[config.mk]
export PLATFORM = sky130hd
export DESIGN_NAME = seven_seg_scan_flat
export DESIGN_NICKNAME = d
export VERILOG_FILES = /design/src/rtl/seven_seg_scan_pkg.sv /design/src/rtl/seven_seg_scan_if.sv /design/src/rtl/seven_seg_scan_hex_to_seg.sv /design/src/rtl/seven_seg_scan.sv /design/src/flat_wrapper.sv
export SDC_FILE = /design/constraint.sdc
export NUM_CORES = 1
export LEC_CHECK = 0
export ABC_AREA = 0
export BUFFER_PORTS_ARGS = -buffer_cell sky130_fd_sc_hd__buf_2
export CORE_ASPECT_RATIO = 1.1
export CORE_MARGIN = 2
export CORE_UTILIZATION = 58
export CTS_CLUSTER_SIZE = 14
export DETAILED_ROUTE_END_ITERATION = 7
export PLACE_DENSITY = 0.82
export SYNTH_ARGS = -nofsm -noshare
export SYNTH_HDL_FRONTEND = slang
export SYNTH_SLANG_ARGS = --single-unit
[constraint.sdc]
create_clock -name clk -period 2.6 [get_ports clk]
set_input_delay 0 -clock clk [delete_from_list [all_inputs] [get_ports clk]]
set_output_delay 0 -clock clk [all_outputs]
set_load 0.02 [all_outputs]
[src/rtl/seven_seg_scan_pkg.sv]
// Shared constants for the seven-segment scan driver: segment bit positions,
// active-high hex glyph patterns and the double-buffered display word layout.
package seg_pkg;

    localparam int NUM_DIGITS = 4;

    localparam int SEG_A  = 0;
    localparam int SEG_B  = 1;
    localparam int SEG_C  = 2;
    localparam int SEG_D  = 3;
    localparam int SEG_E  = 4;
    localparam int SEG_F  = 5;
    localparam int SEG_G  = 6;
    localparam int SEG_DP = 7;

    localparam logic [6:0] SEG_BLANK = 7'h00;

    localparam logic [6:0] HEX_0 = 7'h3F;
    localparam logic [6:0] HEX_1 = 7'h06;
    localparam logic [6:0] HEX_2 = 7'h5B;
    localparam logic [6:0] HEX_3 = 7'h4F;
    localparam logic [6:0] HEX_4 = 7'h66;
    localparam logic [6:0] HEX_5 = 7'h6D;
    localparam logic [6:0] HEX_6 = 7'h7D;
    localparam logic [6:0] HEX_7 = 7'h07;
    localparam logic [6:0] HEX_8 = 7'h7F;
    localparam logic [6:0] HEX_9 = 7'h6F;
    localparam logic [6:0] HEX_A = 7'h77;
    localparam logic [6:0] HEX_B = 7'h7C;
    localparam logic [6:0] HEX_C = 7'h39;
    localparam logic [6:0] HEX_D = 7'h5E;
    localparam logic [6:0] HEX_E = 7'h79;
    localparam logic [6:0] HEX_F = 7'h71;

    typedef struct packed {
        logic [NUM_DIGITS-1:0] dp;
        logic [15:0]           value;
    } disp_t;

endpackage

[src/rtl/seven_seg_scan_if.sv]
// Bus between the CPU display output (master) and the scan driver (slave).
interface seven_seg_scan_if;

    logic [15:0] value;
    logic [3:0]  dp;
    logic        load;
    logic [3:0]  digit_en;
    logic        pending;
    logic        frame_tick;
    logic [7:0]  io_seg;
    logic [3:0]  io_sel;

    modport master (
        output value, dp, load, digit_en,
        input  pending, frame_tick, io_seg, io_sel
    );

    modport slave (
        input  value, dp, load, digit_en,
        output pending, frame_tick, io_seg, io_sel
    );

endinterface

[src/rtl/seven_seg_scan_hex_to_seg.sv]
// Combinational hex nibble to seven-segment decoder, active-high, bits g..a.
module hex_to_seg
    import seg_pkg::*;
(
    input  logic [3:0] nibble_i,
    output logic [6:0] seg_o
);

    always_comb begin
        seg_o = SEG_BLANK;
        case (nibble_i)
            4'h0: seg_o = HEX_0;
            4'h1: seg_o = HEX_1;
            4'h2: seg_o = HEX_2;
            4'h3: seg_o = HEX_3;
            4'h4: seg_o = HEX_4;
            4'h5: seg_o = HEX_5;
            4'h6: seg_o = HEX_6;
            4'h7: seg_o = HEX_7;
            4'h8: seg_o = HEX_8;
            4'h9: seg_o = HEX_9;
            4'hA: seg_o = HEX_A;
            4'hB: seg_o = HEX_B;
            4'hC: seg_o = HEX_C;
            4'hD: seg_o = HEX_D;
            4'hE: seg_o = HEX_E;
            4'hF: seg_o = HEX_F;
            default: seg_o = SEG_BLANK;
        endcase
    end

endmodule

[src/rtl/seven_seg_scan.sv]
// Four-digit multiplexed seven-segment driver with inter-digit blanking and
// frame-synchronous value commit. Define SEG_LZB_EN for leading-zero blanking.
module seven_seg_scan
    import seg_pkg::*;
#(
    parameter int REFRESH_DIV  = 50000,
    parameter int BLANK_CYCLES = 500,
    parameter int ACTIVE_LOW   = 1
) (
    input  logic              clk,
    input  logic              rst,
    seven_seg_scan_if.slave   bus
);

    localparam int              CNT_W     = $clog2(REFRESH_DIV);
    localparam logic [CNT_W-1:0] CNT_MAX   = CNT_W'(REFRESH_DIV - 1);
    localparam logic [CNT_W-1:0] BLANK_END = CNT_W'(BLANK_CYCLES);
    localparam logic [7:0]       SEG_POL   = (ACTIVE_LOW != 0) ? 8'hFF : 8'h00;
    localparam logic [3:0]       SEL_POL   = (ACTIVE_LOW != 0) ? 4'hF : 4'h0;

    logic [CNT_W-1:0] cnt_q, cnt_d;
    logic [1:0]       digit_q, digit_d;
    disp_t            disp_q, disp_d;
    disp_t            pend_q, pend_d;
    logic             pending_q, pending_d;
    logic             tick_q, tick_d;
    logic [3:0]       sel_q, sel_d;
    logic [7:0]       seg_q, seg_d;

    logic             wrap;
    logic [3:0]       nibble;
    logic [6:0]       seg7;
    logic [6:0]       glyph;

    assign wrap   = (cnt_q == CNT_MAX) && (digit_q == 2'd3);
    assign nibble = disp_q.value[{digit_q, 2'b00} +: 4];

    hex_to_seg u_hex_to_seg (
        .nibble_i (nibble),
        .seg_o    (seg7)
    );

`ifdef SEG_LZB_EN
    // A digit is a leading zero when it and every digit to its left are zero.
    logic [NUM_DIGITS-1:0] lead_zero;

    always_comb begin
        lead_zero    = '0;
        lead_zero[3] = (disp_q.value[15:12] == 4'h0);
        lead_zero[2] = lead_zero[3] && (disp_q.value[11:8] == 4'h0);
        lead_zero[1] = lead_zero[2] && (disp_q.value[7:4] == 4'h0);
    end

    assign glyph = lead_zero[digit_q] ? SEG_BLANK : seg7;
`else
    assign glyph = seg7;
`endif

    // NOTE: every signal driven here gets a default first so no path leaves it
    // unassigned, which would otherwise infer a latch.
    always_comb begin
        cnt_d     = cnt_q + 1'b1;
        digit_d   = digit_q;
        disp_d    = disp_q;
        pend_d    = pend_q;
        pending_d = pending_q;
        tick_d    = wrap;
        sel_d     = '0;
        seg_d     = '0;

        if (cnt_q == CNT_MAX) begin
            cnt_d   = '0;
            digit_d = digit_q + 2'd1;
        end

        if (bus.load) begin
            pend_d    = '{dp: bus.dp, value: bus.value};
            pending_d = 1'b1;
        end

        // Commit uses the pend contents from before this cycle's load.
        if (wrap && pending_q) begin
            disp_d    = pend_q;
            pending_d = bus.load;
        end

        if ((cnt_q >= BLANK_END) && bus.digit_en[digit_q]) begin
            sel_d                = 4'b0001 << digit_q;
            seg_d[SEG_G:SEG_A]   = glyph;
            seg_d[SEG_DP]        = disp_q.dp[digit_q];
        end
    end

    // NOTE: state registers use non-blocking assignments so every flop samples
    // pre-edge values regardless of statement order.
    always_ff @(posedge clk) begin
        if (rst) begin
            cnt_q     <= '0;
            digit_q   <= '0;
            disp_q    <= '0;
            pend_q    <= '0;
            pending_q <= 1'b0;
            tick_q    <= 1'b0;
            sel_q     <= SEL_POL;
            seg_q     <= SEG_POL;
        end else begin
            cnt_q     <= cnt_d;
            digit_q   <= digit_d;
            disp_q    <= disp_d;
            pend_q    <= pend_d;
            pending_q <= pending_d;
            tick_q    <= tick_d;
            sel_q     <= sel_d ^ SEL_POL;
            seg_q     <= seg_d ^ SEG_POL;
        end
    end

    assign bus.pending    = pending_q;
    assign bus.frame_tick = tick_q;
    assign bus.io_sel     = sel_q;
    assign bus.io_seg     = seg_q;

endmodule

[src/flat_wrapper.sv]
// flat-port wrapper written by rule: the top's interface ports become plain ports
module seven_seg_scan_flat import seg_pkg::*;
#(
    parameter int REFRESH_DIV  = 50000,
    parameter int BLANK_CYCLES = 500,
    parameter int ACTIVE_LOW   = 1
)
  (clk, rst, bus_value, bus_dp, bus_load, bus_digit_en, bus_pending, bus_frame_tick, bus_io_seg, bus_io_sel);
  seven_seg_scan_if bus_i ();
  input  logic clk;
  input  logic rst;
  input wire logic [$bits(bus_i.value)-1:0] bus_value;
  input wire logic [$bits(bus_i.dp)-1:0] bus_dp;
  input wire logic [$bits(bus_i.load)-1:0] bus_load;
  input wire logic [$bits(bus_i.digit_en)-1:0] bus_digit_en;
  output wire logic [$bits(bus_i.pending)-1:0] bus_pending;
  output wire logic [$bits(bus_i.frame_tick)-1:0] bus_frame_tick;
  output wire logic [$bits(bus_i.io_seg)-1:0] bus_io_seg;
  output wire logic [$bits(bus_i.io_sel)-1:0] bus_io_sel;
  assign bus_i.value = bus_value;
  assign bus_i.dp = bus_dp;
  assign bus_i.load = bus_load;
  assign bus_i.digit_en = bus_digit_en;
  assign bus_pending = bus_i.pending;
  assign bus_frame_tick = bus_i.frame_tick;
  assign bus_io_seg = bus_i.io_seg;
  assign bus_io_sel = bus_i.io_sel;
  seven_seg_scan #(.REFRESH_DIV(REFRESH_DIV), .BLANK_CYCLES(BLANK_CYCLES), .ACTIVE_LOW(ACTIVE_LOW)) u_core (.clk(clk), .rst(rst), .bus(bus_i));
endmodule
# [After elaboration in Yosys (flattened, before gate mapping)]
# Memories as Yosys holds them, arrays and structs flattened.
# Cells that the tools add are included.
[op_classes] n_eq_ne=2 add_sub_neg=2 reduce_logical=5 order_cmp=2 shift=2 n_mux=8 n_bitwise=2
[op_table] op="$add 16x1->16 const B" count=1
[op_table] op="$eq 16x16->1 const B" count=1
[op_table] op="$ge 16x9->1 const B" count=1
[op_table] op="$shiftx 16x5->4" count=1
[op_table] op="$mux 8" count=1
[op_table] op="$not 8->8" count=1
[op_table] op="$bmux 1 s2" count=2
[op_table] op="$mux 1" count=4
[op_table] op="$mux 4" count=1
[op_table] op="$not 4->4" count=1
[op_table] op="$shl 1x2->4 const A" count=1
[op_table] op="$logic_and 1x1->1" count=3
[op_table] op="$lt 2x3->1 const B" count=1
[op_table] op="$add 2x1->2 const B" count=1
[op_table] op="$eq 2x2->1 const B" count=1
[op_table] op="$reduce_bool 2->1" count=1
[op_table] op="$reduce_or 2->1" count=1
[word_totals] word_cells=34 mem_count=1 input_bits=27 regBits=72 romBits=112
[mem_list] name="(name not given)" depth=16 word_bits=7 rd=1 rd_ports_with_merged_regs=0 write_ports=0 line_no="seven_seg_scan_hex_to_seg.sv:11" rtl="case (nibble_i)"

# [Depth between registers and ports, before layout]
[logic_depth] word_depth=5 depth_mapped=7 depth_no_buf=6

# [Hierarchy]
# A second synthesis with hierarchy kept.
[hier_totals] cells_unflattened=335 area_unflattened_um2=3253.1
[by_module_without_submodules] mod="seven_seg_scan" n_inst=1 seq_area_each_um2=1441.4 area_per_inst_um2=2962.8 cells_per_inst=302
[by_module_without_submodules] mod="hex_to_seg" n_inst=1 seq_area_each_um2=0.0 area_per_inst_um2=290.3 cells_per_inst=33

# [Worst setup path after synthesis]
# No wires, ideal clock.
[synth_timing] path_kind="reg2reg" startpoint="reg u_core.digit_q[0]" endpoint="reg u_core.seg_q[0] (netlist: u_core.bus.io_seg[0])" n_path_buf=1 arrival_time_ps=2023 path_stages_with_launch=8 t_required_ps=2513 path_slack_ps=490 period_less_slack_ps=2110 cell_sequence="dfxtp_1 -> buf_2 -> mux4_2 -> inv_1 -> ha_1 -> nor2_1 -> a22o_1 -> o31ai_1"
[synth_via] elab_chain_cells=5 elab_cells_between_ends=7
[synth_lines] item="start, declared" line_no="seven_seg_scan.sv:22" rtl="logic [1:0] digit_q, digit_d;"
[synth_lines] item="start signal, assigned" line_no="seven_seg_scan.sv:108" rtl="digit_q <= digit_d;"
[synth_lines] item="branches (longest 3 deep; another with $mem_v2 16x7)"
[synth_lines] item="$mux 8 *" line_no="seven_seg_scan.sv:87" rtl="if ((cnt_q >= BLANK_END) && bus.digit_en[digit_q]) begin"
[synth_lines] item="$not 8->8 (no source line) *"
[synth_lines] item="end signal, assigned" line_no="seven_seg_scan.sv:114" rtl="seg_q <= seg_d ^ SEG_POL;"
[synth_lines] item="end, declared" line_no="seven_seg_scan.sv:28" rtl="logic [7:0] seg_q, seg_d;"
# Mark *: on every way between the ends. The select of a mux whose other input is x is not followed.
# A chain may end at the register's enable or synchronous reset.

# [Final worst setup path]
[layout_timing] startpoint="reg u_core.digit_q[1]" endpoint="reg u_core.seg_q[0] (netlist: u_core.bus.io_seg[0])"
# Same word-level chain as after synthesis.

==> results.md <==
- Result of the run: completed
- Arrival time reported for the critical path endpoint: 2.41 ns
- Setup total negative slack: 0 ns
- Share of flip-flops with an asynchronous set or reset: 0%
- Slew Limit Headroom: 53.5%
- DRC marker count from the first detailed-route iteration: 144
- Overall routing resource usage: 24.9%
- Worst path max stage delay: 0.63 ns
- Synthesized area: 3430 µm²
- Worst min-delay path class: in2reg
- R2R Path Start: u_core.digit_q[1]$_SDFFE_PP0P_
- Maximum fanout count along the critical path: 12
- Root Driver: sky130_fd_sc_hd__clkbuf_8
- Via count: 2767
- Worst setup path category: reg2reg
- RSZ-0062 raised after global routing: no
- Power Dens Cells: 552 nW/µm²
- CTS Buf Count: 9
- Floorplan row count: 29
- R2R Setup Slk: 0.40 ns
- Post-CTS Setup Bufs: 0
- Synth Net Count: 383
- Final-report hold violation count: 0
- Count of port buffers added during placement: 40
- CTS tree: built
- Beginning of the worst hold path: rst
- Number of global-route vias before repair: 2681
- Type of destination of the critical path: flip-flop
- Die height: 84.6 µm
- FF+latch count, synth: 72
- Critical path launch point type: flip-flop
- Htree depth: 3
- Proportion of layout cells with a drive suffix above 1: 23.3%
- Tcrit/Tclk final: 84.5%
- Grt ovf: 0
- Final min period: 2.20 ns
- Pre-Repair DR Iteration Count: 4
- Highest clock rate: 455 MHz
- Final Net Count: 433
- Maximum Capacitance Violations: 0
- Width of the die: 77.3 µm
- Num Clock Sinks: 72
- Worst-margin pin slew: 0.697 ns
- Placeable core region: 5730 µm²
- Number of buffers on the longest clock path: 2
- Final weighted congestion in routability-driven placement: 0.908
- Data required time of the critical path: 2.81 ns
- Avg Synthesized Cell Area: 9.96 µm²
- DIE AREA: 6540 µm²
- Count of warnings emitted by yosys: 0
- Register clock-pin slew on the reported worst setup and hold paths: 0.07 ns
- Sequential-to-total area share from yosys stat: 42.1%
- Cell depth of the worst min-delay path: 4
- Pin count of the biggest net entering global routing: 46
- Drt total wl: 7420 µm
- CP max stage cell: sky130_fd_sc_hd__dfxtp_1
- Starting density of the core: 59.8%
- Largest clock skew in the final design: 0.00541 ns
- Destination of the worst hold path: u_core.bus.io_seg[7]$_SDFF_PP1_
- Commonest register cell after synthesis: sky130_fd_sc_hd__dfxtp_1
- Cell-by-cell listing of the critical path: mux4_2 -> inv_1 -> ha_1 -> or4_1 -> o41ai_1 -> o31ai_1
- Antenna Violating Nets Remaining: 0
- Peak supply drop: 438 µV
- Initial antenna violation count: 0
- Final routed DRC violation total: 0
- Avg Vias per Cell: 5.81
- Wire length of the first global-routing pass: 12800 µm
- # IOs: 41
- Final worst hold slack: 0.0973 ns
- Cells after synthesis: 344
- Number of cells on the worst reg-to-reg path: 6
- Inserted Diodes: 0
- Final HPWL from detailed placement: 4750 µm
- Yosys cell types: 41
- Endpoint of the worst-slack reg-to-reg timing path: u_core.bus.io_seg[0]$_SDFF_PP1_
- Final setup viols: 0
- Post-DR wirelength/cell: 15.6 µm
- Relative area change from synthesis to final layout: 17.5%
- Clock insertion delay at the later pin of the skew report: 0.35 ns
- Number of pins exceeding their max-slew limit in the final report: 0
- Post-synth EDFFs: 0
- Leakage: 1.47 nW
metal layers:
layer / global-route usage, % / vias up / wire length, µm
met5: 0 / - / 0
met4: 13.0 / 0 / 230
met3: 5.27 / 21 / 356
met2: 41.0 / 83 / 3680
met1: 30.6 / 1315 / 3160
li1: - / 1348 / -
state kept, by name, summed over array words and instances (netlist names):
register and cells:
u_core.bus.pending 1, u_core.bus.frame_tick 1, u_core.digit_q 2, u_core.cnt_q 16, u_core.bus.io_sel 4, u_core.bus.io_seg 8, u_core.pend_q 20, u_core.disp_q 20
layout make-up:
cell class / instances / area, µm²
multi-input combinational: 235 / 1780
fill: 439 / 1710
sequential: 72 / 1440
timing repair buffer: 67 / 453
clock buffer: 10 / 138
tap: 77 / 96.3
clock inverter: 6 / 82.6
inverter: 9 / 33.8
cell usage after synthesis, types with 2 or more instances:
library cell / number / share of area [%]
sky130_fd_sc_hd__buf_6: 7 / 2.3
sky130_fd_sc_hd__mux4_2: 5 / 3.3
sky130_fd_sc_hd__or4_1: 2 / 0.44
sky130_fd_sc_hd__nor2_1: 39 / 4.3
sky130_fd_sc_hd__nand2_1: 13 / 1.4
sky130_fd_sc_hd__o31ai_2: 16 / 5.8
sky130_fd_sc_hd__o211ai_1: 3 / 0.66
sky130_fd_sc_hd__nand3_1: 10 / 1.5
sky130_fd_sc_hd__and3_1: 2 / 0.37
sky130_fd_sc_hd__inv_1: 9 / 0.99
sky130_fd_sc_hd__ha_1: 12 / 4.4
sky130_fd_sc_hd__clkbuf_1: 8 / 0.88
sky130_fd_sc_hd__nor2b_1: 2 / 0.37
sky130_fd_sc_hd__nor3_1: 4 / 0.58
sky130_fd_sc_hd__o221ai_1: 3 / 0.77
sky130_fd_sc_hd__mux2i_1: 27 / 7.9
sky130_fd_sc_hd__nand2b_1: 2 / 0.37
sky130_fd_sc_hd__o41ai_1: 2 / 0.51
sky130_fd_sc_hd__buf_2: 9 / 1.3
sky130_fd_sc_hd__o31ai_1: 5 / 1.1
sky130_fd_sc_hd__dfxtp_1: 72 / 42
sky130_fd_sc_hd__a21oi_1: 25 / 3.7
sky130_fd_sc_hd__buf_1: 3 / 0.33
sky130_fd_sc_hd__mux2_2: 3 / 0.99
sky130_fd_sc_hd__xnor2_1: 11 / 2.8
sky130_fd_sc_hd__o21ai_0: 2 / 0.29
sky130_fd_sc_hd__nand4_1: 25 / 4.6
sky130_fd_sc_hd__nor4_1: 7 / 1.3
sky130_fd_sc_hd__xor2_1: 4 / 1.0
kinds of logic (layout without fill, tap and decap cells):
family                   Yosys count  in the layout  synth area share [%]
flip-flops                        72             72                  42.1
AND/OR/NAND/NOR                  114            114                  17.6
multiplexers                      35             35                  12.2
buffers and inverters             37             92                  6.03
XOR/XNOR                          15             15                  3.83
adder cells (fa/ha/maj)           12             12                  4.38
AO/OA/AOI/OAI                     59             59                  13.9
where the power goes:
part	internal [mW]	switching [mW]	leakage, nW	total, mW
clock network	0.561	0.407	0.112	0.968
logic	0.0615	0.0505	0.772	0.112
registers	1.13	0.0179	0.585	1.14
total	1.75	0.475	1.47	2.22
repair_timing:
item | 4_1_cts | 5_1_grt
hold buffers | 20 | 0
hold endpoints to repair | 20 | 0
setup endpoints to repair | 0 | 1
resized for setup | 0 | 1
placed cells by master, fill, tap and decap left out, types with 2 or more instances in the layout:
cell / synthesis / routed
sky130_fd_sc_hd__xor2_1: 4 / 4
sky130_fd_sc_hd__xnor2_1: 11 / 11
sky130_fd_sc_hd__o211ai_1: 3 / 3
sky130_fd_sc_hd__nor2_1: 39 / 39
sky130_fd_sc_hd__nor4_1: 7 / 7
sky130_fd_sc_hd__o31ai_2: 16 / 16
sky130_fd_sc_hd__buf_2: 9 / 40
sky130_fd_sc_hd__buf_4: 1 / 7
sky130_fd_sc_hd__nand2b_1: 2 / 2
sky130_fd_sc_hd__dfxtp_1: 72 / 72
sky130_fd_sc_hd__ha_1: 12 / 12
sky130_fd_sc_hd__nand2_1: 13 / 13
sky130_fd_sc_hd__o41ai_1: 2 / 2
sky130_fd_sc_hd__o221ai_1: 3 / 3
sky130_fd_sc_hd__bufinv_16: 0 / 2
sky130_fd_sc_hd__o31ai_1: 5 / 5
sky130_fd_sc_hd__dlygate4sd3_1: 0 / 20
sky130_fd_sc_hd__clkinv_2: 0 / 3
sky130_fd_sc_hd__a21oi_1: 25 / 24
sky130_fd_sc_hd__nand4_1: 25 / 25
sky130_fd_sc_hd__o21ai_0: 2 / 2
sky130_fd_sc_hd__nand3_1: 10 / 10
sky130_fd_sc_hd__clkbuf_8: 0 / 10
sky130_fd_sc_hd__mux2_2: 3 / 3
sky130_fd_sc_hd__nor3_1: 4 / 4
sky130_fd_sc_hd__inv_1: 9 / 9
sky130_fd_sc_hd__nor2b_1: 2 / 2
sky130_fd_sc_hd__mux2i_1: 27 / 27
sky130_fd_sc_hd__or4_1: 2 / 2
sky130_fd_sc_hd__and3_1: 2 / 2
sky130_fd_sc_hd__mux4_2: 5 / 5
how the worst max path moves through the flow:
stage,to,slack [ns],from,cells after the start
CTS,u_core.bus.io_seg[2]$_SDFF_PP1_,0.26,u_core.cnt_q[4]$_SDFF_PP0_,4
global route,u_core.bus.io_seg[0]$_SDFF_PP1_,0.25,u_core.digit_q[1]$_SDFFE_PP0P_,6
floorplan,u_core.bus.io_seg[0]$_SDFF_PP1_,0.49,u_core.digit_q[0]$_SDFFE_PP0P_,7
global placement,u_core.bus.io_seg[0]$_SDFF_PP1_,0.43,u_core.digit_q[1]$_SDFFE_PP0P_,6
finish,u_core.bus.io_seg[0]$_SDFF_PP1_,0.40,u_core.digit_q[1]$_SDFFE_PP0P_,6
detailed placement,u_core.bus.io_seg[2]$_SDFF_PP1_,0.29,u_core.cnt_q[4]$_SDFF_PP0_,4
worst max-delay path: cells and delay by family (launching register included):
kind                     cells  cell delay (ns)
AO/OA/AOI/OAI                2             0.18
multiplexers                 1             0.40
buffers and inverters        1             0.10
flip-flops                   1             0.63
adder cells (fa/ha/maj)      1             0.24
AND/OR/NAND/NOR              1             0.51
through the flow:
| stage | setup WS (ns) | power [mW] | utilization [%] | cell area (µm²) | cells |
|---|---|---|---|---|---|
| after floorplan | 0.490 | 1.22 | - | 3430 | 344 |
| after global placement | 0.432 | 1.25 | 62.8 | 3600 | 440 |
| after detailed placement | 0.286 | 1.26 | 62.8 | 3600 | 440 |
| after CTS | 0.255 | 2.24 | 70.2 | 4020 | 476 |
| after global routing | 0.252 | 2.31 | 70.2 | 4030 | 476 |
| final | 0.404 | 2.22 | 70.2 | 4030 | 476 |
Note: power is estimated with default switching activity, not from simulation.
